File: src/rtl/proc_control_unit.sv
// proc_control_unit: multi-cycle control sequencer for the processor datapath.
// Latches a 12-bit instruction {op, rx, ry} on Run and steps IDLE -> T1..T3,
// producing one-hot register selects, bus/ALU controls and a retired-instruction
// counter. Control outputs are decoded from the state and IR only.
//
// Ports:
//   Clock, Reset     : system clock, synchronous active-high reset
//   Run, FunIn       : start request and instruction (sampled in IDLE only)
//   Rin, Rout        : one-hot register write enable / bus-drive select
//   DINout, Ain, Gin, Gout : shared-bus and ALU register controls
//   AluOp            : ALU function (valid in T2 of ALU ops, else 000)
//   Busy, Done, Illegal : status
//   InstrCount       : completed-instruction count (wraps)
module proc_control_unit #(
  parameter int unsigned SEL_W = 4,
  parameter int unsigned CNT_W = 16
) (
  input  logic                  Clock,
  input  logic                  Reset,
  input  logic                  Run,
  input  logic [11:0]           FunIn,
  output logic [2**SEL_W-1:0]   Rin,
  output logic [2**SEL_W-1:0]   Rout,
  output logic                  DINout,
  output logic                  Ain,
  output logic                  Gin,
  output logic                  Gout,
  output logic [2:0]            AluOp,
  output logic                  Busy,
  output logic                  Done,
  output logic                  Illegal,
  output logic [CNT_W-1:0]      InstrCount
);

  localparam int unsigned NREG = 2**SEL_W;

  typedef enum logic [1:0] {
    S_IDLE = 2'd0,
    S_T1   = 2'd1,
    S_T2   = 2'd2,
    S_T3   = 2'd3
  } state_e;

  state_e             state_q, state_d;
  logic [11:0]        ir_q, ir_d;
  logic [CNT_W-1:0]   cnt_q, cnt_d;

  logic [3:0]         op;
  logic [SEL_W-1:0]   rx, ry;
  logic               is_alu;
  logic               rin_en, rout_rx_en, rout_ry_en;

  assign op     = ir_q[11:8];
  assign rx     = ir_q[2*SEL_W-1:SEL_W];
  assign ry     = ir_q[SEL_W-1:0];
  assign is_alu = (op >= 4'd2) && (op <= 4'd7);

  // Enabled one-hot decoder for a register index.
  function automatic logic [NREG-1:0] dec(input logic en, input logic [SEL_W-1:0] idx);
    dec = en ? (NREG'(1) << idx) : '0;
  endfunction

  // State, instruction and counter registers.
  always_ff @(posedge Clock) begin
    if (Reset) begin
      state_q <= S_IDLE;
      ir_q    <= '0;
      cnt_q   <= '0;
    end else begin
      state_q <= state_d;
      ir_q    <= ir_d;
      cnt_q   <= cnt_d;
    end
  end

  // Next-state and step controls.
  always_comb begin
    state_d    = state_q;
    ir_d       = ir_q;
    rin_en     = 1'b0;
    rout_rx_en = 1'b0;
    rout_ry_en = 1'b0;
    DINout     = 1'b0;
    Ain        = 1'b0;
    Gin        = 1'b0;
    Gout       = 1'b0;
    AluOp      = 3'b000;
    Done       = 1'b0;
    Illegal    = 1'b0;

    unique case (state_q)
      S_IDLE: begin
        if (Run) begin
          ir_d    = FunIn;
          state_d = S_T1;
        end
      end
      S_T1: begin
        if (op[3]) begin
          Done    = 1'b1;
          Illegal = 1'b1;
          state_d = S_IDLE;
        end else if (op == 4'd0) begin
          DINout  = 1'b1;
          rin_en  = 1'b1;
          Done    = 1'b1;
          state_d = S_IDLE;
        end else if (op == 4'd1) begin
          rout_ry_en = 1'b1;
          rin_en     = 1'b1;
          Done       = 1'b1;
          state_d    = S_IDLE;
        end else begin
          rout_rx_en = 1'b1;
          Ain        = 1'b1;
          state_d    = S_T2;
        end
      end
      S_T2: begin
        Gin = 1'b1;
        // NOT leaves the bus idle; the binary ops map op 2..6 onto AluOp 0..4.
        if (op == 4'd7) begin
          AluOp = 3'b101;
        end else begin
          rout_ry_en = 1'b1;
          AluOp      = 3'(op - 4'd2);
        end
        state_d = is_alu ? S_T3 : S_IDLE;
      end
      S_T3: begin
        Gout    = 1'b1;
        rin_en  = 1'b1;
        Done    = 1'b1;
        state_d = S_IDLE;
      end
      default: state_d = S_IDLE;
    endcase

    cnt_d = cnt_q + CNT_W'(Done);
  end

  assign Rin        = dec(rin_en, rx);
  assign Rout       = dec(rout_rx_en, rx) | dec(rout_ry_en, ry);
  assign Busy       = (state_q != S_IDLE);
  assign InstrCount = cnt_q;

endmodule

File: config.mk
export PLATFORM = sky130hd
export DESIGN_NAME = proc_control_unit
export DESIGN_NICKNAME = d
export VERILOG_FILES = /design/src/rtl/proc_control_unit.sv
export SDC_FILE = /design/constraint.sdc
export NUM_CORES = 1
export LEC_CHECK = 0
export BUFFER_PORTS_ARGS = -buffer_cell sky130_fd_sc_hd__clkbuf_2
export CORE_MARGIN = 5
export CORE_UTILIZATION = 47
export DETAILED_ROUTE_END_ITERATION = 12
export PLACE_DENSITY = 0.79
export SKIP_CTS_REPAIR_TIMING = 1
export SYNTH_ARGS = -nofsm -noshare
export SYNTH_HDL_FRONTEND = slang
export SYNTH_SLANG_ARGS = --single-unit
File: constraint.sdc
create_clock -name Clock -period 2.24 [get_ports Clock]
set_input_delay 0.224 -clock Clock [delete_from_list [all_inputs] [get_ports Clock]]
set_output_delay 0.224 -clock Clock [all_outputs]
set_load 0.02 [all_outputs]
==> impl_metrics.toml <==
[outcome]
outcome = "completed"

[route]
first_pass_iters = 4
finalWirelength_mm = 4.95
drc = 0
drt_iter0_drc = 167
viasPerCell = 5.42
via_count = 1892
drt.antenna.violating_nets = 0
avgRoutedWirePerCell_um = 14.2

[power_and_ir_drop]
pwr-share-seq_pct = 53.5
p_comb_share_pct = 19.6
p_sw_mw = 0.342
ir_drop_v = 0.000330
p_int_mw = 0.751
clkPwrFrac_pct = 26.8
p_leak_nw = 0.987
p_sw_share_pct = 31.2
power_density_mw_per_mm2 = 474

[timing]
setup_viol = 0
fin_ws_ns = 0.0290
worst_pin_slew_ns = 0.568
fin_crit_ns = 2.21
worst_clock_skew_ns = 0.00675
slew_viol_final = 0
maxSlewHeadroom_pct = 62.1
period_share_pct = 98.7
timing.fmax_mhz = 452
hold_viol_final = 0

[yosys]
synth.top_cells.by_count = "nand2_1, nor2_1, dfxtp_1"
synth_top_family_by_area = "simple AND/OR/NAND/NOR gates"
synthSimpleGateAreaFrac_pct = 32.8
ys_seq_elements = 30
synth-xor-area-share_pct = 5.65
ys_types = 35
syn-num-nets = 252
yosysMostFrequentCell = "nand2_1"
synth-edff-count = 0
async_flop_share_pct = 0
synth-seq-area-share_pct = 35.2
synth_area_leaders = "dfxtp_1, nand2_1, nor2_1"
synth.area.mux_share_pct = 0
yosysTopAreaCell = "dfxtp_1"
synth_area_mm2 = 0.00171
ys.warnings.count = 0
synth_adder_area_share_pct = 5.87
synth_area_per_cell_um2 = 7.45
syn_inst = 229
synth_compound_area_share_pct = 16.0
yosys_most_used_dff = "dfxtp_1"
synthDominantCellAreaShare_pct = 35.2

[cts]
cts_tree = "done"
clockBufferDepth = 2
htree_levels = 2
clock_sinks = 30
clkSlewWorstSetupHoldPaths_ns = 0.09
cts-root-buf = "clkbuf_4"
insertion_delay_ns = 0.32
numCtsBuffers = 5

[die]
chipWidth_um = 70.2
dieArea_mm2 = 0.00493
core_mm2 = 0.00342
io_pins = 73
die_y_um = 70.2
start_util_pct = 49.9
core.rowCount = 21

[global_routing]
grt_max_degree = 31
grtUsageTotal_pct = 19.0
grt_overflow = 0
grt_pass1_vias = 1718
grt_pass1_wl_mm = 7.81
antenna_found_initial = 0

[finish]
ff_latch_area_um2 = 609
layout-drive-gt1-share_pct = 36.3
postLayoutCellArea_mm2 = 0.00231
fill_cells = 286
final_nets = 326
multiInputGateArea_mm2 = 0.00115
diodes = 0
syn_to_final_growth_pct = 35.2

[hold_path]
hold_class = "input port to register"
worstHoldPathCells = 3

[worst_setup_path]
crit_required_ns = 2.02
ff2ff_setup_slack_ns = 0.12
critPathLaunchType = "register"
cp-end-kind = "output pin"
cp_max_fo = 4
worstPathArrival_ns = 1.99
reg2regPathDepth = 8
critPathKind = "register to output pin"

[place]
placed_cell_area_mm2 = 0.00208
gp_congestion = 0.851
port_buffers = 72
dp_hpwl_mm = 3.56
pre_cts_ws_ns = 0.174

[job]
drv_cap = 0
==> per-layer routing <==
metal  part of all wire, %  GRT usage (%)
met2                    51           32.0
met3                   7.3           6.46
met5                     0              0
met1                    40           22.5
met4                   1.2           6.38
==> sequential cells by signal, summed over array words and instances (netlist names) <==
signal	cells
state_q	2
InstrCount	16
ir_q	12
==> stage by stage <==
| step | TNS (ns) | hold WS (ns) | total power, mW | util (%) | std cells |
|---|---|---|---|---|---|
| 2_1_floorplan | 0 | 0.360 | 0.724 | - | 229 |
| 3_3_place_gp | 0 | 0.447 | 0.783 | 61.0 | 338 |
| 3_5_place_dp | 0 | 0.456 | 0.786 | 61.0 | 338 |
| 4_1_cts | -2.04 | 0.104 | 1.08 | 62.3 | 345 |
| 5_1_grt | -0.432 | 0.104 | 1.16 | 67.5 | 349 |
| 6_report | 0 | 0.117 | 1.09 | 67.5 | 349 |
==> placed cells by master, fill, tap and decap left out, types with 6 or more instances in the layout <==
cell / synthesis / layout
dfxtp_1: 30 / 27
clkbuf_2: 0 / 66
nand2_1: 39 / 39
xnor2_1: 8 / 8
buf_4: 0 / 6
a21oi_1: 16 / 16
nand3_1: 8 / 7
nor2_1: 36 / 36
o22ai_1: 12 / 10
==> critical path, stage by stage, from the launching register on <==
cell	delay, ns
dfxtp_4	0.38
inv_4	0.07
ha_4	0.14
nor2b_4	0.18
a31o_4	0.19
nand4_1	0.20
buf_4	0.22
o22ai_2	0.15
buf_6	0.14
==> area by class of cell <==
| type | instances | share of cell area [%] |
|---|---|---|
| Clock buffer | 7 | 1.95 |
| Multi-Input combinational cell | 181 | 49.7 |
| Inverter | 8 | 1.52 |
| Sequential cell | 30 | 26.4 |
| Tap cell | 46 | 2.50 |
| Timing Repair Buffer | 77 | 17.9 |
==> power by group through the flow <==
stage / clock [mW] / combinational, mW / sequential, mW
final: 0.293 / 0.215 / 0.585
after global routing: 0.335 / 0.240 / 0.589
after CTS: 0.303 / 0.195 / 0.579
after detailed placement: 0 / 0.194 / 0.592
after global placement: 0 / 0.192 / 0.591
after floorplan: 0 / 0.132 / 0.592
==> cell families after synthesis <==
logic type               Yosys count
AND/OR/NAND/NOR                  119
AO/OA/AOI/OAI                     43
flip-flops                        30
buffers and inverters             18
XOR/XNOR                          11
adder cells (fa/ha/maj)            8
==> path summary, 6_finish.rpt <==
check,from,end
worst min-delay path,FunIn[9],ir_q[9]$_SDFFE_PP0P_
worst min register to register,ir_q[6]$_SDFFE_PP0P_,ir_q[6]$_SDFFE_PP0P_
worst max-delay path,state_q[1]$_SDFFE_PP0P_,Rout[2]
worst max register to register,ir_q[11]$_SDFFE_PP0P_,InstrCount[15]$_SDFF_PP0_
No activity file was read; power rests on OpenSTA's default activity.
